<file path="src/rtl/fcpu_pkg.sv">
// Shared CPU-wide widths and CDB unit indices.
// A CDB word is {tag, value}, with the tag in the upper RSV_ID_W bits.
package fcpu_pkg;
  localparam int RSV_ID_W    = 4;
  localparam int DATA_W      = 32;
  localparam int CDB_W       = RSV_ID_W + DATA_W;

  localparam int N_CDB_UNITS = 3;
  localparam int CDB_ALU     = 0;
  localparam int CDB_MFU     = 1;
  localparam int CDB_MMU     = 2;

  typedef struct packed {
    logic [RSV_ID_W-1:0] tag;
    logic [DATA_W-1:0]   data;
  } cdb_word_t;
endpackage

</file>
<file path="src/rtl/rr_select.sv">
// Round-robin priority encoder: the first set req bit at or after ptr wins,
// wrapping modulo N. Pure combinational, reusable for issue selection.
module rr_select #(
  parameter int N     = 3,
  parameter int IDX_W = (N > 1) ? $clog2(N) : 1
) (
  input  logic [N-1:0]     req,
  input  logic [IDX_W-1:0] ptr,
  output logic [N-1:0]     grant,
  output logic [IDX_W-1:0] index,
  output logic             any
);
  logic [2*N-1:0] rot;
  logic [IDX_W:0] sum;

  // Doubling the request vector lets a plain shift express the wrap.
  assign rot = {req, req} >> ptr;

  always_comb begin
    grant = '0;
    index = '0;
    any   = 1'b0;
    sum   = '0;
    for (int k = 0; k < N; k++) begin
      if (!any && rot[k]) begin
        any = 1'b1;
        sum = {1'b0, ptr} + (IDX_W+1)'(k);
        if (sum >= (IDX_W+1)'(N)) sum = sum - (IDX_W+1)'(N);
      end
    end
    index = sum[IDX_W-1:0];
    if (any) grant[index] = 1'b1;
  end
endmodule

</file>
<file path="src/rtl/cdb_arbiter.sv">
// Registered round-robin CDB arbiter with flush handling and per-unit
// grant / conflict performance counters.
module cdb_arbiter #(
  parameter int N_UNITS = fcpu_pkg::N_CDB_UNITS,
  parameter int CDB_W   = fcpu_pkg::CDB_W,
  parameter int CNT_W   = 32,
  localparam int IDX_W  = (N_UNITS > 1) ? $clog2(N_UNITS) : 1
) (
  input  logic                              clk,
  input  logic                              nrst,
  input  logic                              flush,
  input  logic [N_UNITS-1:0][CDB_W-1:0]     req_cdb,
  input  logic [N_UNITS-1:0]                req_valid,
  output logic [N_UNITS-1:0]                req_ready,
  output logic [CDB_W-1:0]                  cdb,
  output logic                              cdb_valid,
  output logic [IDX_W-1:0]                  cdb_unit,
  output logic [N_UNITS-1:0][CNT_W-1:0]     grant_cnt,
  output logic [CNT_W-1:0]                  conflict_cnt
);
  import fcpu_pkg::*;

  logic [N_UNITS-1:0] sel_req, sel_gnt;
  logic [IDX_W-1:0]   sel_idx;
  logic               sel_any;

  logic [IDX_W-1:0]   rr_ptr_q, rr_ptr_d;
  logic [CDB_W-1:0]   cdb_q, cdb_d;
  logic [IDX_W-1:0]   unit_q, unit_d;
  logic               vld_q, vld_d;
  logic [CNT_W-1:0]   conf_q;
  logic [IDX_W:0]     n_valid;
  logic               conflict;

  // Gating the request side keeps req_ready low during reset and flush
  // without any path from req_cdb.
  assign sel_req = (nrst && !flush) ? req_valid : '0;

  rr_select #(.N(N_UNITS), .IDX_W(IDX_W)) u_sel (
    .req   (sel_req),
    .ptr   (rr_ptr_q),
    .grant (sel_gnt),
    .index (sel_idx),
    .any   (sel_any)
  );

  assign req_ready = sel_gnt;

  always_comb begin
    rr_ptr_d = rr_ptr_q;
    cdb_d    = cdb_q;
    unit_d   = unit_q;
    vld_d    = 1'b0;
    if (flush) begin
      rr_ptr_d = '0;
    end else if (sel_any) begin
      vld_d    = 1'b1;
      cdb_d    = req_cdb[sel_idx];
      unit_d   = sel_idx;
      rr_ptr_d = (sel_idx == IDX_W'(N_UNITS-1)) ? '0 : sel_idx + 1'b1;
    end
  end

  always_comb begin
    n_valid = '0;
    for (int i = 0; i < N_UNITS; i++) n_valid = n_valid + (IDX_W+1)'(req_valid[i]);
  end

  assign conflict = !flush && (n_valid > (IDX_W+1)'(1));

  always_ff @(posedge clk or negedge nrst) begin
    if (!nrst) begin
      rr_ptr_q <= '0;
      cdb_q    <= '0;
      unit_q   <= '0;
      vld_q    <= 1'b0;
      conf_q   <= '0;
    end else begin
      rr_ptr_q <= rr_ptr_d;
      cdb_q    <= cdb_d;
      unit_q   <= unit_d;
      vld_q    <= vld_d;
      if (conflict) conf_q <= conf_q + 1'b1;
    end
  end

  for (genvar u = 0; u < N_UNITS; u++) begin : g_cnt
    logic [CNT_W-1:0] cnt_q;
    always_ff @(posedge clk or negedge nrst) begin
      if (!nrst)           cnt_q <= '0;
      else if (sel_gnt[u]) cnt_q <= cnt_q + 1'b1;
    end
    assign grant_cnt[u] = cnt_q;
  end

  assign cdb          = cdb_q;
  assign cdb_valid    = vld_q;
  assign cdb_unit     = unit_q;
  assign conflict_cnt = conf_q;
endmodule

</file>
<file path="config.mk">
export PLATFORM = sky130hd
export DESIGN_NAME = cdb_arbiter
export DESIGN_NICKNAME = d
export VERILOG_FILES = /design/src/rtl/fcpu_pkg.sv /design/src/rtl/rr_select.sv /design/src/rtl/cdb_arbiter.sv
export SDC_FILE = /design/constraint.sdc
export NUM_CORES = 1
export LEC_CHECK = 0
export ABC_AREA = 1
export CAP_MARGIN = 20
export CORE_UTILIZATION = 40
export DETAILED_ROUTE_END_ITERATION = 16
export PLACE_DENSITY_LB_ADDON = 0.2
export SYNTH_ARGS = -nofsm -noshare
export SYNTH_HDL_FRONTEND = slang
export SYNTH_HIERARCHICAL = 1
export SYNTH_SLANG_ARGS = --single-unit
</file>
<file path="constraint.sdc">
create_clock -name clk -period 2 [get_ports clk]
set_clock_uncertainty 0.05 [all_clocks]
set_input_delay 0.2 -clock clk [delete_from_list [all_inputs] [get_ports clk]]
set_output_delay 0.2 -clock clk [all_outputs]
set_load 0.01 [all_outputs]
</file>
==> results.ini <==
[floorplan]
initial_core_util = 0.410
die_w_microns = 157
pin_count = 284
fp-row-count = 56
core_area_sq_um = 23500
die_h_microns = 157
dieArea_sq_um = 24800

[place]
place_area_sq_um = 13300
routabilityCongestion = 0.895
numPortBuffers = 283
dp_hpwl_mm = 20.1
place_inst = 1836

[layout]
layout-drive-gt1-share = 0.194
multi_input_area_sq_um = 5290
fill_cells = 2062
fin_cells = 1905
fin_nets = 1694
syn_to_final_growth_pct = 55.0
finalInstanceArea_sq_um = 15000
regArea_sq_um = 4230

[timing]
tightestPinTransition_ns = 1.01
fin_crit_ns = 2.28
max_freq_mhz = 439
hold_violations = 0
final-setup-viol-count = 121
worst_slack_ns = -0.276
finalCritPeriodShare = 1.14
rsz0062_at_grt = yes
maxSlewViolCount = 0
max_slew_margin = 0.328

[synth]
synth_most_common_cell = nand2_1
synth.top_cell.area_share = 0.438
synthArstFlopShare = 1.00
post_synth.cell_area_avg_sq_um = 7.97
yosys.area.top_type = dfrtp_1
syn_nets = 1334
yosysUniqueCellTypes = 35
seq_area_frac_synth = 0.438
syn-cell-area_sq_um = 9650
synth-edff-count = 0
synth_cells = 1211
ys_ff_latch = 169
synth_ff_type = dfrtp_1
synth_commonest_cells = nand2_1, dfrtp_1, inv_1
synth_warnings = 6
yosys-top-cells-area = dfrtp_1, nand2_1, nand3_1

[setup_path]
crit_top_cell = buf_4
cp-start-kind = flop
slowest_delay_ns = 0.47
arrival_ns = 2.57
critPathSlowestCell = dfrtp_2
reg2regPathDepth = 14
path_cells = buf_4 > ha_1 > nand3_1 > nand2_2 > inv_2 > nand2_2 > buf_4 > buf_4 > inv_2 > buf_8 > buf_6 > buf_16 > nand3_2 > a41oi_2
critPathCaptureType = flop
critPathRequiredTime_ns = 2.29
critPathMaxFanout = 12
critical_path_class = flop to flop

[route]
drc = 0
via_per_inst = 4.98
dr.first_iter.drc_count = 458
routed_wl_mm = 28.8
dr_total_vias = 9485
first_pass_iters = 5
ant_nets = 0
wl_per_cell_microns = 15.1

[clocking]
h-tree-depth = 4
cts_root_buffer = clkbuf_16
path_clk_slew_ns = 0.08
clk-insertion-delay-late_ns = 0.41
cts_tree = yes
cts_buffers = 17
clock_path_buffers = 2
clock-sinks = 169

[run_status]
status = finished, violations left
violations = negative setup slack

[power]
p_leak_uw = 0.00641
powerDensity_nw_per_um2 = 1020
power_uw = 15200
irDropWorstVdd_mv = 0.726

[grt]
overflow = 0
grt_max_degree = 169
grt_pass1_vias = 9359
antenna_found_initial = 1
grt_pass1_wl_mm = 46.6
grt_usage = 0.238

[flow_run]
maxCapViolCount = 0

[hold_path]
hold_path_class = primary input to async pin

-- registers in the layout, summed over array words and instances (netlist names) --
signal,cells
cdb_unit,2
cdb_valid,1
g_cnt.cnt_q,96
conflict_cnt,32
cdb,36
rr_ptr_q,2
-- power by group --
group | internal, uW | switching (uW) | leakage (uW)
clock network | 1910 | 1480 | 0.000288
logic | 3680 | 3490 | 0.00398
registers | 4040 | 592 | 0.00214
-- layout by cell type (no fill, tap or decap), types with 3 or more instances in the layout --
| cell type | synthesis | final |
|---|---|---|
| nand2_1 | 316 | 300 |
| clkdlybuf4s50_1 | 0 | 278 |
| dfrtp_1 | 169 | 167 |
| inv_1 | 136 | 133 |
| nand3_1 | 132 | 112 |
| nor2_1 | 125 | 110 |
| xor2_1 | 53 | 53 |
| buf_4 | 4 | 50 |
| nor2_4 | 23 | 39 |
| nand4_1 | 38 | 38 |
| nand3_2 | 11 | 28 |
| xnor2_1 | 28 | 28 |
| nand2_2 | 16 | 24 |
| nor2_2 | 25 | 24 |
| a41oi_2 | 0 | 20 |
| clkbuf_16 | 0 | 17 |
| nand3b_1 | 14 | 14 |
| buf_6 | 1 | 14 |
| nor3_1 | 15 | 13 |
| nand2_4 | 4 | 12 |
| buf_12 | 0 | 10 |
| o2111ai_2 | 0 | 9 |
| buf_16 | 0 | 9 |
| ha_1 | 9 | 8 |
| inv_4 | 0 | 6 |
| inv_2 | 10 | 6 |
| a41oi_1 | 26 | 6 |
| nand3_4 | 2 | 5 |
| o21ai_0 | 6 | 5 |
| nor3_2 | 4 | 4 |
| inv_8 | 1 | 4 |
| inv_6 | 0 | 4 |
| buf_8 | 0 | 4 |
| o21ai_1 | 2 | 3 |
| clkinvlp_4 | 0 | 3 |
-- final cells by class --
class / count / area share
tap: 319 / 0.0267
antenna: 2 / 0.000335
clock buffer: 18 / 0.0294
timing repair buffer: 368 / 0.257
inverter: 147 / 0.0389
multi-input combinational: 868 / 0.354
sequential: 169 / 0.283
clock inverter: 14 / 0.0109
-- per-layer routing --
metal / share of wire / vias up / routed length [microns] / global-route usage
li1: - / 4640 / - / -
met1: 0.42 / 4541 / 12100 / 0.293
met2: 0.49 / 246 / 14300 / 0.402
met3: 0.054 / 58 / 1550 / 0.0531
met4: 0.031 / 0 / 899 / 0.0943
met5: 0 / - / 0 / 0
-- metrics by stage --
stage          setup slack (ns)  setup TNS (ns)  hold WS (ns)   util
2_1_floorplan            -0.170           -3.63        -0.146      -
3_3_place_gp             -0.691          -73.58        0.0677  0.566
3_5_place_dp             -0.759          -80.73        0.0662  0.566
4_1_cts                  -0.238          -16.98         0.155  0.633
5_1_grt                  -0.445          -41.81         0.167  0.635
6_report                 -0.276          -20.27         0.168  0.635
-- worst paths after layout --
check | from | endpoint | slack [ns]
worst max-delay path | rr_ptr_q[0] | cdb[13] | -0.28
worst min-delay path | nrst | conflict_cnt[26] | 0.17
worst max register to register | rr_ptr_q[0] | cdb[13] | -0.28
worst min register to register | cdb_unit[0] | cdb_unit[0] | 0.44
max in group asynchronous | nrst | g_cnt[1].cnt_q[24] | 0.57
min in group clk | flush | rr_ptr_q[0] | 0.27
-- cells by family (layout without fill, tap and decap cells) --
logic type,count (synthesis),in the layout,synth area share
AOI/OAI and AO/OA,48,48,0.0398
xor gates and xnor gates,81,81,0.0735
adders and majority gates,9,9,0.0117
buffers and inverters,174,547,0.0726
DFF,169,169,0.438
other,0,2,0
and+or+nand+nor,730,730,0.364
-- worst max-delay path, delay by kind of cell, from the launching register on --
kind	cells	cell delay, ns
AOI/OAI and AO/OA	1	0.19
adders and majority gates	1	0.19
buffers and inverters	8	0.98
DFF	1	0.47
and+or+nand+nor	4	0.31
-- what timing repair did --
action	4_1_cts	5_1_grt
cloned	9	0
resized for setup	143	5
hold buffers	1	0
endpoints found under the setup margin	125	136
pin swaps	41	6
setup buffers	19	6
endpoints found under the hold margin	1	0
No activity file was read; power rests on OpenSTA's default activity.
==> RTL edit 1 (same flow settings) <==
Put one more register stage on the output `conflict_cnt`, with the module's reset. The value now appears one clock later. The other outputs are not delayed to match.
--- a/src/rtl/cdb_arbiter.sv
+++ b/src/rtl/cdb_arbiter.sv
@@ -96,6 +96,12 @@
   assign cdb          = cdb_q;
   assign cdb_valid    = vld_q;
   assign cdb_unit     = unit_q;
-  assign conflict_cnt = conf_q;
+  always_ff @(posedge clk or negedge nrst) begin
+    if (!nrst) begin
+      conflict_cnt <= '0;
+    end else begin
+      conflict_cnt <= conf_q;
+    end
+  end
 endmodule
 
Formal check against the unedited RTL: not equivalent (a bounded check fails within 4 cycles, from zero or initial values and one cycle with nrst low).
==> RTL edit 1 against the original RTL <==
- the run still ends with setup timing left
- wire length grew 9.6%
- first-iteration DRC count grew 15%
- non-clock buffer count rose by 21
- combinational power up 10%
- synthesized area increased by 6.1%
- sequential cell count rose by 32
- via count up 2.8%
- clock power rose by 37%
- power up 18%
- synthesized cell count increased by 0.50%
- worst setup slack worse by 0.093 ns
- final area increased by 9.3%
- sequential power grew 16%
- critical endpoint is now req_ready[1]
==> RTL edit 1: results (changes against the original RTL) <==
The placement-stage worst setup slack came out at -0.7460 ns (was -0.7595 ns). The routed length on met3 is 2.250 mm (was 1.553 mm). The power density of the placed cells was 1097 nW/um^2 (was 1016 nW/um^2).

The fraction of final layout cells with drive strength greater than 1 was 22.88% (was 19.38%). The multi-input gate share of the layout cell area came to 33.04% (was 35.35%). Status: finished with violations (unchanged). The initial antenna violation count is 0 (was 1). The setup fix buffers added after clock tree synthesis is 33 (was 19). The fraction of the yosys area taken by sequential cells is 49.11% (was 43.81%). The register fraction of the total cell area is 30.78% (was 28.29%). The number of clock buffers in the layout is 34 (was 18). The number of gates given a new drive strength after cts came to 191 (was 143).

The transition at the pin with the smallest max-transition slack is 0.7716 ns (was 1.008 ns). The maximum buffer depth of the clock tree is 3 (was 2). The number of inserted diodes is 0 (was 2).

The total setup violations reported at the end of the flow is 132 (was 121). The setup slack of the critical path after layout was -0.3687 ns (was -0.2762 ns). The peak supply drop came out at 659.9 uV (was 725.6 uV). The final hold slack is 0.2126 ns (was 0.1685 ns). Violations in the final reports: setup timing (unchanged). The largest driver fanout on the critical path was 7 (was 12). The mean number of vias per cell is 4.985 (was 4.979).

The synthesized net count is 1340 (was 1334). The total clock buffers created by CTS came to 25 (was 17). The routed metal-1 wirelength is 12.88 mm (was 12.11 mm). Top area cells in the synthesized netlist: sky130_fd_sc_hd__dfrtp_1, sky130_fd_sc_hd__nand2_1, sky130_fd_sc_hd__nand3_1 (unchanged). The H-tree depth came to 1 (was 4).

The unique cell type count in the Yosys netlist came out at 39 (was 35). The flop and latch count out of synthesis came to 201 (was 169). The layout net count is 1730 (was 1694). The number of DRC violations after detailed-routing iteration 0 came to 525 (was 458). The average detailed-routed wire length per instance came out at 16.17 um (was 15.14 um). The number of logic inverters in the finished layout came out at 138 (was 147). The gate family responsible for the most delay along the worst path was simple AND/OR/NAND/NOR gates (was buffers and inverters).

The met2 track utilization from global routing came out at 40.77% (was 40.24%). The placer congestion estimate is 0.8966 (was 0.8946).
## RTL edit 1: cell count changes in the layout (fill, tap and decap cells not counted), moves of 10 or more
cell and change:
sky130_fd_sc_hd__buf_6 +20, sky130_fd_sc_hd__dfrtp_1 +32, sky130_fd_sc_hd__nand2_1 -13, sky130_fd_sc_hd__nand2_2 +19
sky130_fd_sc_hd__nand3_1 -29, sky130_fd_sc_hd__nand3_2 +17, sky130_fd_sc_hd__nor2_4 -10
## RTL edit 1: worst min-delay path: stages
cell	delay, ns
sky130_fd_sc_hd__clkdlybuf4s50_1	0.40
sky130_fd_sc_hd__nand2_1	0.07
sky130_fd_sc_hd__a31oi_1	0.07
## RTL edit 1: final timing paths
path,end,cells after the start
setup / recovery,req_ready[1],10
hold / removal,cdb[34]$_DFFE_PN0P_,3
setup reg to reg,g_cnt[1].cnt_q[14]$_DFFE_PN0P_,16
hold reg to reg,conflict_cnt[31]$_DFF_PN0_,0
max in group asynchronous,g_cnt[0].cnt_q[24]$_DFFE_PN0P_,4
min in group asynchronous,g_cnt[1].cnt_q[14]$_DFFE_PN0P_,3
## RTL edit 1: cell families after synthesis
group / count (synthesis) / synth area share (%)
AOI/OAI and AO/OA: 45 / 3.592
xor gates and xnor gates: 83 / 7.172
adders and majority gates: 9 / 1.100
buffers and inverters: 165 / 6.316
DFF: 201 / 49.11
and+or+nand+nor: 714 / 32.71
## RTL edit 1: where the power goes
| part | switching, W | internal [W] | leakage, nW |
|---|---|---|---|
| clock | 0.00176 | 0.00290 | 0.429 |
| combinational | 0.00388 | 0.00404 | 4.26 |
| sequential | 0.000580 | 0.00477 | 2.55 |
==> RTL edit 2 (same flow settings) <==
Without the edit above. Change the package constant `DATA_W` from 32 to 36.
--- a/src/rtl/fcpu_pkg.sv
+++ b/src/rtl/fcpu_pkg.sv
@@ -2,7 +2,7 @@
 // A CDB word is {tag, value}, with the tag in the upper RSV_ID_W bits.
 package fcpu_pkg;
   localparam int RSV_ID_W    = 4;
-  localparam int DATA_W      = 32;
+  localparam int DATA_W      = 36;
   localparam int CDB_W       = RSV_ID_W + DATA_W;
 
   localparam int N_CDB_UNITS = 3;
Ports: changed (resized cdb and req_cdb); port bits go from 284 to 300. No check against the original RTL was run, so the function may have changed too.
==> RTL edit 2 against the original RTL <==
- the run still ends with setup timing left
- worst setup slack lost 0.036 ns
- final area grew 3.3%
- sequential cell count grew 4
- maximum frequency shrank 1.5%
- power grew 4.1%
- worst hold slack gained 0.075 ns
- wire length grew 7.0%
- synthesized area grew 0.17%
==> RTL edit 2: results (changes against the original RTL) <==
The global-route usage over all layers came out at 25.16% (was 23.77%). The number of inserted diodes is 0 (was 2). The fraction of final layout cells with drive strength greater than 1 came out at 20.11% (was 19.38%). The placer congestion estimate is 0.8778 (was 0.8946). The length of routed met2 wiring is 15.59 mm (was 14.27 mm). The number of detailed-routing iterations run before antenna repair came to 4 (was 5). The routed metal-1 wirelength came out at 12.76 mm (was 12.11 mm). The largest driver fanout on the critical path came out at 5 (was 12).

The total setup violations reported at the end of the flow came out at 130 (was 121). The met1 track utilization from global routing is 29.58% (was 29.26%). The setup slack of the critical path after layout came out at -0.3119 ns (was -0.2762 ns). The transition at the pin with the smallest max-transition slack came out at 0.9475 ns (was 1.008 ns).

The pin count of the biggest net entering global routing came to 72 (was 169). Status: finished with violations (unchanged). The unique cell type count in the Yosys netlist came out at 33 (was 35). The wire length of the first global-routing pass came out at 49.05 mm (was 46.63 mm). The part of the total power dissipated in sequential elements is 30.4% (was 30.5%). The fraction of the yosys area taken by sequential cells is 44.77% (was 43.81%). The HPWL after detailed placement is 21.36 mm (was 20.11 mm).

Top area cells in the synthesized netlist: sky130_fd_sc_hd__dfrtp_1, sky130_fd_sc_hd__nand2_1, sky130_fd_sc_hd__nand3_1 (unchanged). The peak supply drop is 712.5 uV (was 725.6 uV). The routed length on met3 is 1.778 mm (was 1.553 mm). The number of DRC violations after detailed-routing iteration 0 was 477 (was 458). The largest register by flop count is g_cnt.cnt_q (unchanged). The delay of the slowest cell on the worst path is 0.43 ns (was 0.47 ns). The total negative slack for setup checks was -28.14 ns (was -20.27 ns). The number of buffers added on ports is 299 (was 283).

Most numerous cell types in the synthesized netlist: sky130_fd_sc_hd__nand2_1, sky130_fd_sc_hd__dfrtp_1, sky130_fd_sc_hd__nor2_1 (was sky130_fd_sc_hd__nand2_1, sky130_fd_sc_hd__dfrtp_1, sky130_fd_sc_hd__inv_1). The number of global-route vias before repair came to 9901 (was 9359). The clock latency reported for the late side of the worst-skew pair is 0.43 ns (was 0.41 ns). The cell leakage power is 6.856 nW (was 6.412 nW). The met3 track demand over resource is 6.333% (was 5.314%).

The power dissipated by switching net loads is 0.006117 W (was 0.005566 W). The layout net count is 1763 (was 1694). The top layer reached by signal wires is met5 (was met4). The cell with the biggest individual delay on the critical path is sky130_fd_sc_hd__clkdlybuf4s50_1 (was sky130_fd_sc_hd__dfrtp_2).

The synthesized net count was 1380 (was 1334). Violations in the final reports: setup timing (unchanged). The mean number of vias per cell came out at 5.013 (was 4.979). The post-detailed-routing wire length is 30.86 mm (was 28.84 mm).

The met2 track utilization from global routing came out at 43.91% (was 40.24%).
## RTL edit 2: cell count changes after synthesis, sizes merged, moves of 4 or more
cell	before	now
clkbuf	6	21
nand4	38	34
nand2	336	360
buf	21	8
xnor2	28	33
nor3	19	24
dfrtp	169	173
## RTL edit 2: final timing paths
check                                             start                              to  slack [ns]  depth (start not counted)
worst max register to register  rr_ptr_q[0]$_DFFE_PN0P_              cdb[0]$_DFFE_PN0P_       -0.31                         15
worst max-delay path                              flush  g_cnt[2].cnt_q[23]$_DFFE_PN0P_       -0.31                         20
worst min-delay path                               nrst  g_cnt[1].cnt_q[24]$_DFFE_PN0P_        0.24                          3
min in group clk                            req_cdb[29]             cdb[29]$_DFFE_PN0P_        0.32                          3
max in group asynchronous                          nrst  g_cnt[2].cnt_q[23]$_DFFE_PN0P_        0.39                          5
worst min register to register  cdb_unit[1]$_DFFE_PN0P_         cdb_unit[1]$_DFFE_PN0P_        0.44                          2
## RTL edit 2: what timing repair did
action	4_1_cts	5_1_grt
hold endpoints to repair	10	0
endpoints found under the setup margin	129	190
cloned	5	3
resized for setup	208	11
setup buffers	21	7
pin swaps	36	5
hold buffers	1	0
## RTL edit 2: cells by family (layout without fill, tap and decap cells)
group	Yosys count	in the layout	synth area share, %
and+or+nand+nor	747	747	34.93
buffers and inverters	178	574	7.051
DFF	173	173	44.77
xor gates and xnor gates	85	85	7.698
AOI/OAI and AO/OA	53	53	4.386
adders and majority gates	9	9	1.164
## RTL edit 2: through the flow
stage	instance area, sq um	hold slack (ns)	setup slack (ns)	std cells
after global routing	15450	0.2580	-0.4656	1960
after detailed placement	13560	0.1184	-0.8897	1891
after CTS	15280	0.2208	-0.2744	1950
after floorplan	9824	-0.1456	-0.1393	1245
final	15450	0.2433	-0.3119	1960
after global placement	13560	0.1246	-0.7824	1891
## RTL edit 2: layout make-up
| cell class | count | area, sq um |
|---|---|---|
| fill | 2033 | 8160 |
| multi-input combinational | 894 | 5528 |
| sequential | 173 | 4332 |
| timing repair buffer | 393 | 4061 |
| inverter | 149 | 584.3 |
| clock buffer | 19 | 442.9 |
| tap | 319 | 399.1 |
| clock inverter | 13 | 105.1 |
## RTL edit 2: power groups by stage
stage | Sequential [W] | Clock (W) | Combinational [W]
3_3_place_gp | 0.00484 | 0 | 0.00555
4_1_cts | 0.00481 | 0.00324 | 0.00736
2_1_floorplan | 0.00504 | 0 | 0.00259
5_1_grt | 0.00491 | 0.00338 | 0.00838
6_report | 0.00481 | 0.00317 | 0.00783
3_5_place_dp | 0.00485 | 0 | 0.00562
## RTL edit 2: worst max-delay path, delay by kind of cell
kind,cells,cell delay (ns)
buf+inv,5,0.76
simple gates,15,1.59
